==> src/rtl/mem_bus_pkg.sv <==
// Shared types and constants for the native valid/ready memory bus.
package mem_bus_pkg;

  localparam int unsigned ADDR_W = 32;
  localparam int unsigned DATA_W = 32;
  localparam int unsigned STRB_W = 4;

  // Arbiter FSM encoding
  typedef enum logic {
    ST_IDLE = 1'b0,
    ST_BUSY = 1'b1
  } arb_state_e;

  // Master indices as seen on the owner/err_master outputs
  localparam logic MASTER_CPU = 1'b0;
  localparam logic MASTER_DMA = 1'b1;

  // Read data returned when the watchdog forces a completion
  localparam logic [DATA_W-1:0] ERR_RDATA_DEFAULT = 32'hDEAD_BEEF;

  // Request payload forwarded from the owning master to the slave side
  typedef struct packed {
    logic [ADDR_W-1:0] addr;
    logic [DATA_W-1:0] wdata;
    logic [STRB_W-1:0] wstrb;
  } bus_req_t;

endpackage

==> src/rtl/bus_watchdog.sv <==
// Wait-cycle counter for a granted transaction; flags the terminal cycle.
module bus_watchdog #(
  parameter int unsigned TIMEOUT_CYCLES = 64
) (
  input  logic clk,
  input  logic reset_n,
  input  logic clear,
  input  logic enable,
  output logic expired
);

  localparam int unsigned CNT_W = $clog2(TIMEOUT_CYCLES);

  logic [CNT_W-1:0] count;

  // Count stalled cycles; restart at each new grant
  always_ff @(posedge clk or negedge reset_n) begin
    if (!reset_n) begin
      count <= '0;
    end else if (clear) begin
      count <= '0;
    end else if (enable) begin
      count <= count + CNT_W'(1);
    end
  end

  // Terminal count reached: this is the last cycle the slave may answer
  assign expired = (count == CNT_W'(TIMEOUT_CYCLES - 1));

endmodule

==> src/rtl/mem_arbiter.sv <==
// Two-master round-robin / fixed-priority arbiter with ownership lock and
// a watchdog that force-completes transactions no slave answers.
module mem_arbiter
  import mem_bus_pkg::*;
#(
  parameter int unsigned        TIMEOUT_CYCLES = 64,
  parameter logic [DATA_W-1:0]  ERR_RDATA      = ERR_RDATA_DEFAULT,
  parameter bit                 ROUND_ROBIN    = 1'b1
) (
  input  logic              clk,
  input  logic              reset_n,
  input  logic              m0_valid,
  input  logic [ADDR_W-1:0] m0_addr,
  input  logic [DATA_W-1:0] m0_wdata,
  input  logic [STRB_W-1:0] m0_wstrb,
  output logic              m0_ready,
  output logic [DATA_W-1:0] m0_rdata,
  input  logic              m1_valid,
  input  logic [ADDR_W-1:0] m1_addr,
  input  logic [DATA_W-1:0] m1_wdata,
  input  logic [STRB_W-1:0] m1_wstrb,
  output logic              m1_ready,
  output logic [DATA_W-1:0] m1_rdata,
  output logic              s_valid,
  output logic [ADDR_W-1:0] s_addr,
  output logic [DATA_W-1:0] s_wdata,
  output logic [STRB_W-1:0] s_wstrb,
  input  logic              s_ready,
  input  logic [DATA_W-1:0] s_rdata,
  output logic              owner,
  output logic              timeout_irq,
  output logic              err_master
);

  arb_state_e state, state_nxt;
  logic       owner_q;
  logic       irq_q;
  logic       err_q;
  logic       grant_sel;
  logic       any_req;
  logic       grant_now;
  logic       busy;
  logic       own_valid;
  logic       wd_expired;
  logic       done_ok;
  logic       tmo_fire;
  bus_req_t   req0, req1, own_req;

  assign req0      = '{addr: m0_addr, wdata: m0_wdata, wstrb: m0_wstrb};
  assign req1      = '{addr: m1_addr, wdata: m1_wdata, wstrb: m1_wstrb};
  assign own_req   = owner_q ? req1 : req0;
  assign own_valid = owner_q ? m1_valid : m0_valid;
  assign any_req   = m0_valid | m1_valid;
  assign busy      = (state == ST_BUSY);
  assign grant_now = (state == ST_IDLE) & any_req;
  assign done_ok   = busy & own_valid & s_ready;
  assign tmo_fire  = busy & own_valid & ~s_ready & wd_expired;

  // Pick the next owner; owner_q doubles as "last granted" for round-robin
  always_comb begin
    grant_sel = owner_q;
    if (m0_valid && m1_valid) begin
      grant_sel = ROUND_ROBIN ? ~owner_q : MASTER_CPU;
    end else if (m0_valid) begin
      grant_sel = MASTER_CPU;
    end else if (m1_valid) begin
      grant_sel = MASTER_DMA;
    end
  end

  bus_watchdog #(
    .TIMEOUT_CYCLES(TIMEOUT_CYCLES)
  ) u_watchdog (
    .clk    (clk),
    .reset_n(reset_n),
    .clear  (grant_now),
    .enable (busy & ~s_ready),
    .expired(wd_expired)
  );

  // FSM state register
  always_ff @(posedge clk or negedge reset_n) begin
    if (!reset_n) begin
      state <= ST_IDLE;
    end else begin
      state <= state_nxt;
    end
  end

  // FSM next state: any completion, abort or timeout returns to IDLE
  always_comb begin
    state_nxt = state;
    case (state)
      ST_IDLE: if (any_req) state_nxt = ST_BUSY;
      ST_BUSY: if (!own_valid || s_ready || wd_expired) state_nxt = ST_IDLE;
      default: state_nxt = ST_IDLE;
    endcase
  end

  // Grant, irq and sticky error-master registers
  always_ff @(posedge clk or negedge reset_n) begin
    if (!reset_n) begin
      owner_q <= MASTER_DMA;
      irq_q   <= 1'b0;
      err_q   <= MASTER_CPU;
    end else begin
      irq_q <= tmo_fire;
      if (tmo_fire) err_q <= owner_q;
      if (grant_now) owner_q <= grant_sel;
    end
  end

  // FSM outputs: forward owner's request, route completion back to it.
  // s_valid stays up in the terminal cycle if the slave answers, so a late
  // s_ready still reads as a normal completion.
  always_comb begin
    s_valid  = 1'b0;
    s_addr   = '0;
    s_wdata  = '0;
    s_wstrb  = '0;
    m0_ready = 1'b0;
    m1_ready = 1'b0;
    m0_rdata = '0;
    m1_rdata = '0;
    if (busy) begin
      s_valid = own_valid & ~(wd_expired & ~s_ready);
      s_addr  = own_req.addr;
      s_wdata = own_req.wdata;
      s_wstrb = own_req.wstrb;
      if (done_ok || tmo_fire) begin
        if (owner_q) begin
          m1_ready = 1'b1;
          m1_rdata = s_ready ? s_rdata : ERR_RDATA;
        end else begin
          m0_ready = 1'b1;
          m0_rdata = s_ready ? s_rdata : ERR_RDATA;
        end
      end
    end
  end

  assign owner       = owner_q;
  assign timeout_irq = irq_q;
  assign err_master  = err_q;

endmodule

==> config.mk <==
export PLATFORM = sky130hd
export DESIGN_NAME = mem_arbiter
export DESIGN_NICKNAME = d
export VERILOG_FILES = /design/src/rtl/mem_bus_pkg.sv /design/src/rtl/bus_watchdog.sv /design/src/rtl/mem_arbiter.sv
export SDC_FILE = /design/constraint.sdc
export NUM_CORES = 1
export LEC_CHECK = 0
export ABC_CLOCK_PERIOD_IN_PS = 2410
export CAP_MARGIN = 20
export CELL_PAD_IN_SITES_DETAIL_PLACEMENT = 1
export CELL_PAD_IN_SITES_GLOBAL_PLACEMENT = 1
export CORE_MARGIN = 8
export CORE_UTILIZATION = 13
export DETAILED_ROUTE_END_ITERATION = 8
export GPL_TIMING_DRIVEN = 0
export PLACE_DENSITY = 0.92
export SLEW_MARGIN = 15
export SYNTH_ARGS = -nofsm -noshare
export SYNTH_HDL_FRONTEND = slang
export SYNTH_HIERARCHICAL = 1
export SYNTH_SLANG_ARGS = --single-unit
export TNS_END_PERCENT = 1
==> constraint.sdc <==
create_clock -name clk -period 2.41 [get_ports clk]
set_input_delay 0.482 -clock clk [delete_from_list [all_inputs] [get_ports clk]]
set_output_delay 0.482 -clock clk [all_outputs]
set_load 0.1 [all_outputs]
# Yosys cells after proc, flatten, opt, wreduce, memory -nomap -nowiden

Cells that the tools add are included.

Memories kept: 0
Register bits: 10
Output and inout bits: 138
RAM bits: 0
ROM bits: 0
Latch bits: 0
Word-level logic and storage cells: 55
Bits of input ports: 173

Shifts and indexed selects: 0
$mul: 0
Bitwise logic cells: 13
Div/mod/pow operators: 0
Mux-type cells: 27
Eq/ne operators: 1
$lt $le $gt $ge: 0
Add/subtract/negate cells: 1
Reductions and logical operators: 8

Operators by type and width:

| kind                                                           | count |
|---|---|
| 32-bit two-way mux                                             | 9 |
| 68-bit two-way mux                                             | 1 |
| 1-bit two-way mux                                              | 13 |
| 6-bit two-way mux                                              | 2 |
| 1-bit AND                                                      | 8 |
| 6-bit by 1-bit adder with 6-bit output (second input constant) | 1 |
| 6-bit equality test (second input constant)                    | 1 |
| 4-bit two-way mux                                              | 1 |
| 1-bit NOT                                                      | 4 |
| 1-bit logical OR                                               | 3 |
| 3-bit nonzero test                                             | 1 |
| 1-bit one-hot mux with 2 select lines                          | 1 |
| 2-bit AND reduction                                            | 1 |
| 2-bit nonzero test                                             | 1 |
| 1-bit logical AND                                              | 1 |
| 1-bit zero test                                                | 1 |
| 1-bit bitwise OR                                               | 1 |

# Logic depth before layout (Yosys ltp)

Gate-level depths: netlist of the first run.

Word-level depth: 7
Depth in mapped cells: 7
Gate-level depth less buffers: 6

# Hierarchy

Netlist of the first run, hierarchy kept.

Modules (own cells, without submodules):

| module       | times used | seq. area each (um^2) | cells each | area each (um^2) |
|---|---|---|---|---|
| mem_arbiter  | 1          | 101.3                 | 279        | 1,700.4 |
| bus_watchdog | 1          | 150.1                 | 28         | 281.5 |

# Least setup slack after synthesis of the first run

OpenSTA, ideal clock, no wires.

Kind: flip-flop to output port
Start point: register owner_q (netlist: owner)
End point: output port m1_rdata[21]
Data required time: 1,928 ps
Cell stages (with the launch flop): 5
Path slack: -863 ps
Path buffers: 2
Data arrival time: 2,791 ps
Cell sequence: dfstp_2 -> buf_2 -> nand4_1 -> buf_4 -> nor2_1

Word-level cells in the longest chain between the ends: 7
Elaborated cells between the ends (all ways): 9
Those cells by class: 4 x mux; 4 x bitwise; 1 x reduce/logical

Ends and longest elaborated chain:

| what                    | line                                 | source |
|---|---|---|
| from (decl)             | mem_arbiter.sv:36                    | `logic owner_q;` |
| from (signal assigned)  | mem_arbiter.sv:109                   | `if (grant_now) owner_q <= grant_sel;` |
| 1-bit two-way mux       | mem_arbiter.sv:52                    | `assign own_valid = owner_q ? m1_valid : m0_valid;` |
| 1-bit AND               | mem_arbiter.sv:56, mem_arbiter.sv:57 |  |
| 1-bit AND (2 in series) | mem_arbiter.sv:57                    | `assign tmo_fire = busy & own_valid & ~s_ready & wd_expired;` |
| 1-bit logical OR        | mem_arbiter.sv:130                   | `if (done_ok \|\| tmo_fire) begin` |
| 32-bit two-way mux *    | mem_arbiter.sv:130                   |  |
| 32-bit two-way mux *    | mem_arbiter.sv:125                   | `if (busy) begin` |
| to (decl)               | mem_arbiter.sv:23                    | `output logic [DATA_W-1:0] m1_rdata,` |

Every way passes the cells marked *; elsewhere a longest branch is shown, timed or not.

# Final worst setup path of the first run

Start point: register u_watchdog.count[1]
End point: output port m1_rdata[4]

Word-level cells in the longest chain between the ends: 5

Ends and longest elaborated chain:

| what                   | line               | source |
|---|---|---|
| from (decl)            | bus_watchdog.sv:14 | `logic [CNT_W-1:0] count;` |
| from (signal assigned) | bus_watchdog.sv:23 | `count <= count + CNT_W'(1);` |
| 6-bit equality test    | bus_watchdog.sv:28 | `assign expired = (count == CNT_W'(TIMEOUT_CYCLES - 1));` |
| named net wd_expired   | mem_arbiter.sv:44  | `logic wd_expired;` |
| 1-bit AND              | mem_arbiter.sv:57  |  |
| 1-bit logical OR       | mem_arbiter.sv:130 |  |
| 32-bit two-way mux     | mem_arbiter.sv:130 |  |
| 32-bit two-way mux     | mem_arbiter.sv:125 |  |

The timed path passes the listed nets, and every way through them passes these cells.

==> out/qor.yml, run 1 <==
min_path:
  whs_endpoint: "err_master"
  hold_depth: 1
  hold_class: "flop to flop"
  hold_path_startpoint: "err_master"
global_routing:
  overflow: 0
  grt_pass1_vias: 3929
  grt_max_degree: 11
  antenna_found_initial: 0
  grt_pass1_wl_mm: 23.7
  grt.total_usage: 0.154
timing:
  rsz0062_at_grt: "true"
  max_freq_mhz: 408
  fin_crit_ns: 2.45
  slew_violations: 0
  setup_viol: 18
  setup_tns_ns: -0.265
  finalHoldViolations: 0
  setup_slack_ns: -0.0406
  worst_slew_pin_slew_ns: 0.993
  relSlewSlack: 0.336
  finalClockSkew_ns: 0.00130
  min_period_over_period: 1.02
clock_network:
  cts_tree: "yes"
  cts-root-buf: "clkbuf_16"
  hold_buffers: 0
  clk_latency_ns: 0.24
  clock_sinks: 10
  clk_pin_slew_ns: 0.04
  cts_made_buffers: 3
  htreeDepth: 1
  cts_buffer_depth: 2
pwr:
  p_sw_frac: 0.695
  p_per_area_mw_per_mm2: 1110
  pwr-share-clk: 0.048
  peakVddDrop_v: 0.00112
  p_leak_uw: 0.00277
  p_switching_uw: 4720
  pwr-share-comb: 0.916
  pwr-share-seq: 0.035
  p_int_uw: 2070
  p_total_uw: 6790
detailed_routing:
  dr.pass1.iters: 4
  vias: 3502
  route.detailed.drc: 0
  wirelength_mm: 17.0
  detail-route-antenna-nets: 0
  wire_per_inst_um: 20.9
  first_iter_violations: 59
  viasPerCell: 4.30
logic_synthesis:
  syn_nets: 481
  syn_inst: 307
  synth-edff-count: 0
  ys_warn_count: 6
  synth-seq-cells: 10
  ys.flop_type: "dfrtp_1"
  syn_area_per_cell_sq_um: 6.46
  yosysUniqueCellTypes: 26
  ys_seq_area_frac: 0.127
  netlist_area_sq_mm: 0.00198
  synthArstFlopShare: 1.00
floorplanning:
  pin_count: 311
  core_area_sq_mm: 0.0150
  rows: 45
  die_area_sq_mm: 0.0195
  start_util: 0.132
  die_h_um: 139
  die_x_um: 139
final_layout:
  syn_to_final_growth_pct: 210
  final_cell_mix: "173 x clkdlybuf4s50_1, 87 x nor2_1, 69 x mux2i_1, 62 x buf_4, 38 x buf_12"
  nets: 802
  layout_commonest_cell: "clkdlybuf4s50_1"
  drive_gt1_frac: 0.365
  antennaDiodeCount: 0
critical_path:
  crit_required_ns: 1.93
  crit_type: "flop to primary output"
  cp.arrival_ns: 1.97
  worstPathMaxFanout: 10
  cp-end-kind: "primary output"
  r2r_start: "busy"
  r2r_cells: 7
  start_kind: "flop"
  reg2reg_slack_ns: 0.49
  reg2reg_to: "u_watchdog/count[5]"
outcome:
  status: "finished with violations"
  violations: "negative setup slack"
placed_design:
  gp_congestion: 0.792
  pre_cts_ws_ns: -1.09
  hpwlAfterDp_mm: 13.7
  port_buffers: 309
flow_run:
  cap_violations: 0
cells by family after synthesis:
family,after synthesis,synth area share
XOR/XNOR,4,0.0177
multiplexers,71,0.359
AO/OA/AOI/OAI,6,0.0164
adder cells (fa/ha/maj),1,0.00631
AND/OR/NAND/NOR,185,0.403
buffers and inverters,30,0.0707
flip-flops,10,0.127
routing by layer:
layer  track usage  up-vias  wire length [um]
met5             0        -                 0
met4        0.0260        0               254
met3        0.0588       16              1540
met2         0.295      203              9160
met1         0.157     1647              6090
li1              -     1636                 -
sequential cells by signal (all words and copies together) (netlist names):
register / flops
err_master: 1
busy: 1
owner: 1
timeout_irq: 1
u_watchdog/count: 6
worst max-delay path, cell delays in order, from the launching register on:
cell     delay [ns]
dfrtp_1        0.39
ha_4           0.17
nand2_2        0.05
nor2_2         0.11
or2_4          0.16
nand4_1        0.13
buf_6          0.19
buf_8          0.15
nor2_2         0.15
buf_8          0.22
synth_stat cells (2+ instances only):
library cell	instances	area [sq um]
dfrtp_1	9	225
o21ai_0	2	10.0
nor2_1	142	533
a21oi_1	2	10.0
nand4_1	3	18.8
nand3_1	2	10.0
mux2i_1	70	701
nand2_1	10	37.5
buf_1	8	30.0
buf_2	13	65.1
inv_1	3	11.3
clkbuf_1	2	7.51
nor2b_1	24	150
buf_4	3	22.5
xor2_1	3	26.3
area by class of cell:
type / instances / area [sq um]
flip-flops and latches: 10 / 253
plain buffers: 26 / 199
fillers: 1718 / 8890
repair buffers: 316 / 3460
clock buffers: 4 / 88.8
inverters: 4 / 15.0
multi-input cells: 267 / 1890
well taps: 188 / 235
power by group through the flow:
stage	clock network (uW)	logic (uW)	registers, uW
after global placement	0	5990	237
final	328	6220	240
after floorplan	0	4410	296
after detailed placement	0	6030	240
after global routing	346	6430	243
after CTS	336	6000	233
worst max-delay path by stage:
stage | start | endpoint | slack, ns | depth (start not counted)
CTS | u_watchdog/count[0] | m0_rdata[22] | -0.07 | 8
global route | u_watchdog/count[1] | m1_rdata[23] | -0.1 | 9
detailed placement | m1_valid | m1_rdata[4] | -1.09 | 5
floorplan | owner | s_addr[10] | -0.83 | 4
finish | u_watchdog/count[1] | m1_rdata[4] | -0.04 | 9
global placement | m1_valid | m1_rdata[4] | -1.12 | 5
per-stage QoR:
step	cells	util	hold WS, ns	instance area [sq um]
after floorplan	307	-	0.186	2060
after global placement	804	0.358	0.481	5390
after detailed placement	804	0.358	0.507	5390
after CTS	812	0.361	0.521	5430
after global routing	815	0.408	0.528	6140
final	815	0.408	0.515	6140
timing repair:
item,4_1_cts,5_1_grt
buffers inserted,3,1
pin swaps,0,7
endpoints found under the hold margin,0,0
gates cloned,1,2
endpoints found under the setup margin,136,95
gates resized for setup,874,177
Power figures use the tool's default switching activity.
==> run 2: changes to the inputs <==
Settings changed: GPL_ROUTABILITY_DRIVEN set to 0.
==> results of run 2 <==
No change in the layout: final DEF, timing and power equal those of run 1.
==> run 3: changes to the inputs <==
Settings changed: CTS_CLUSTER_DIAMETER set to 60, SLEW_MARGIN 15 to not set.
==> results of run 3 <==
No change in the layout: final DEF, timing and power equal those of run 1.
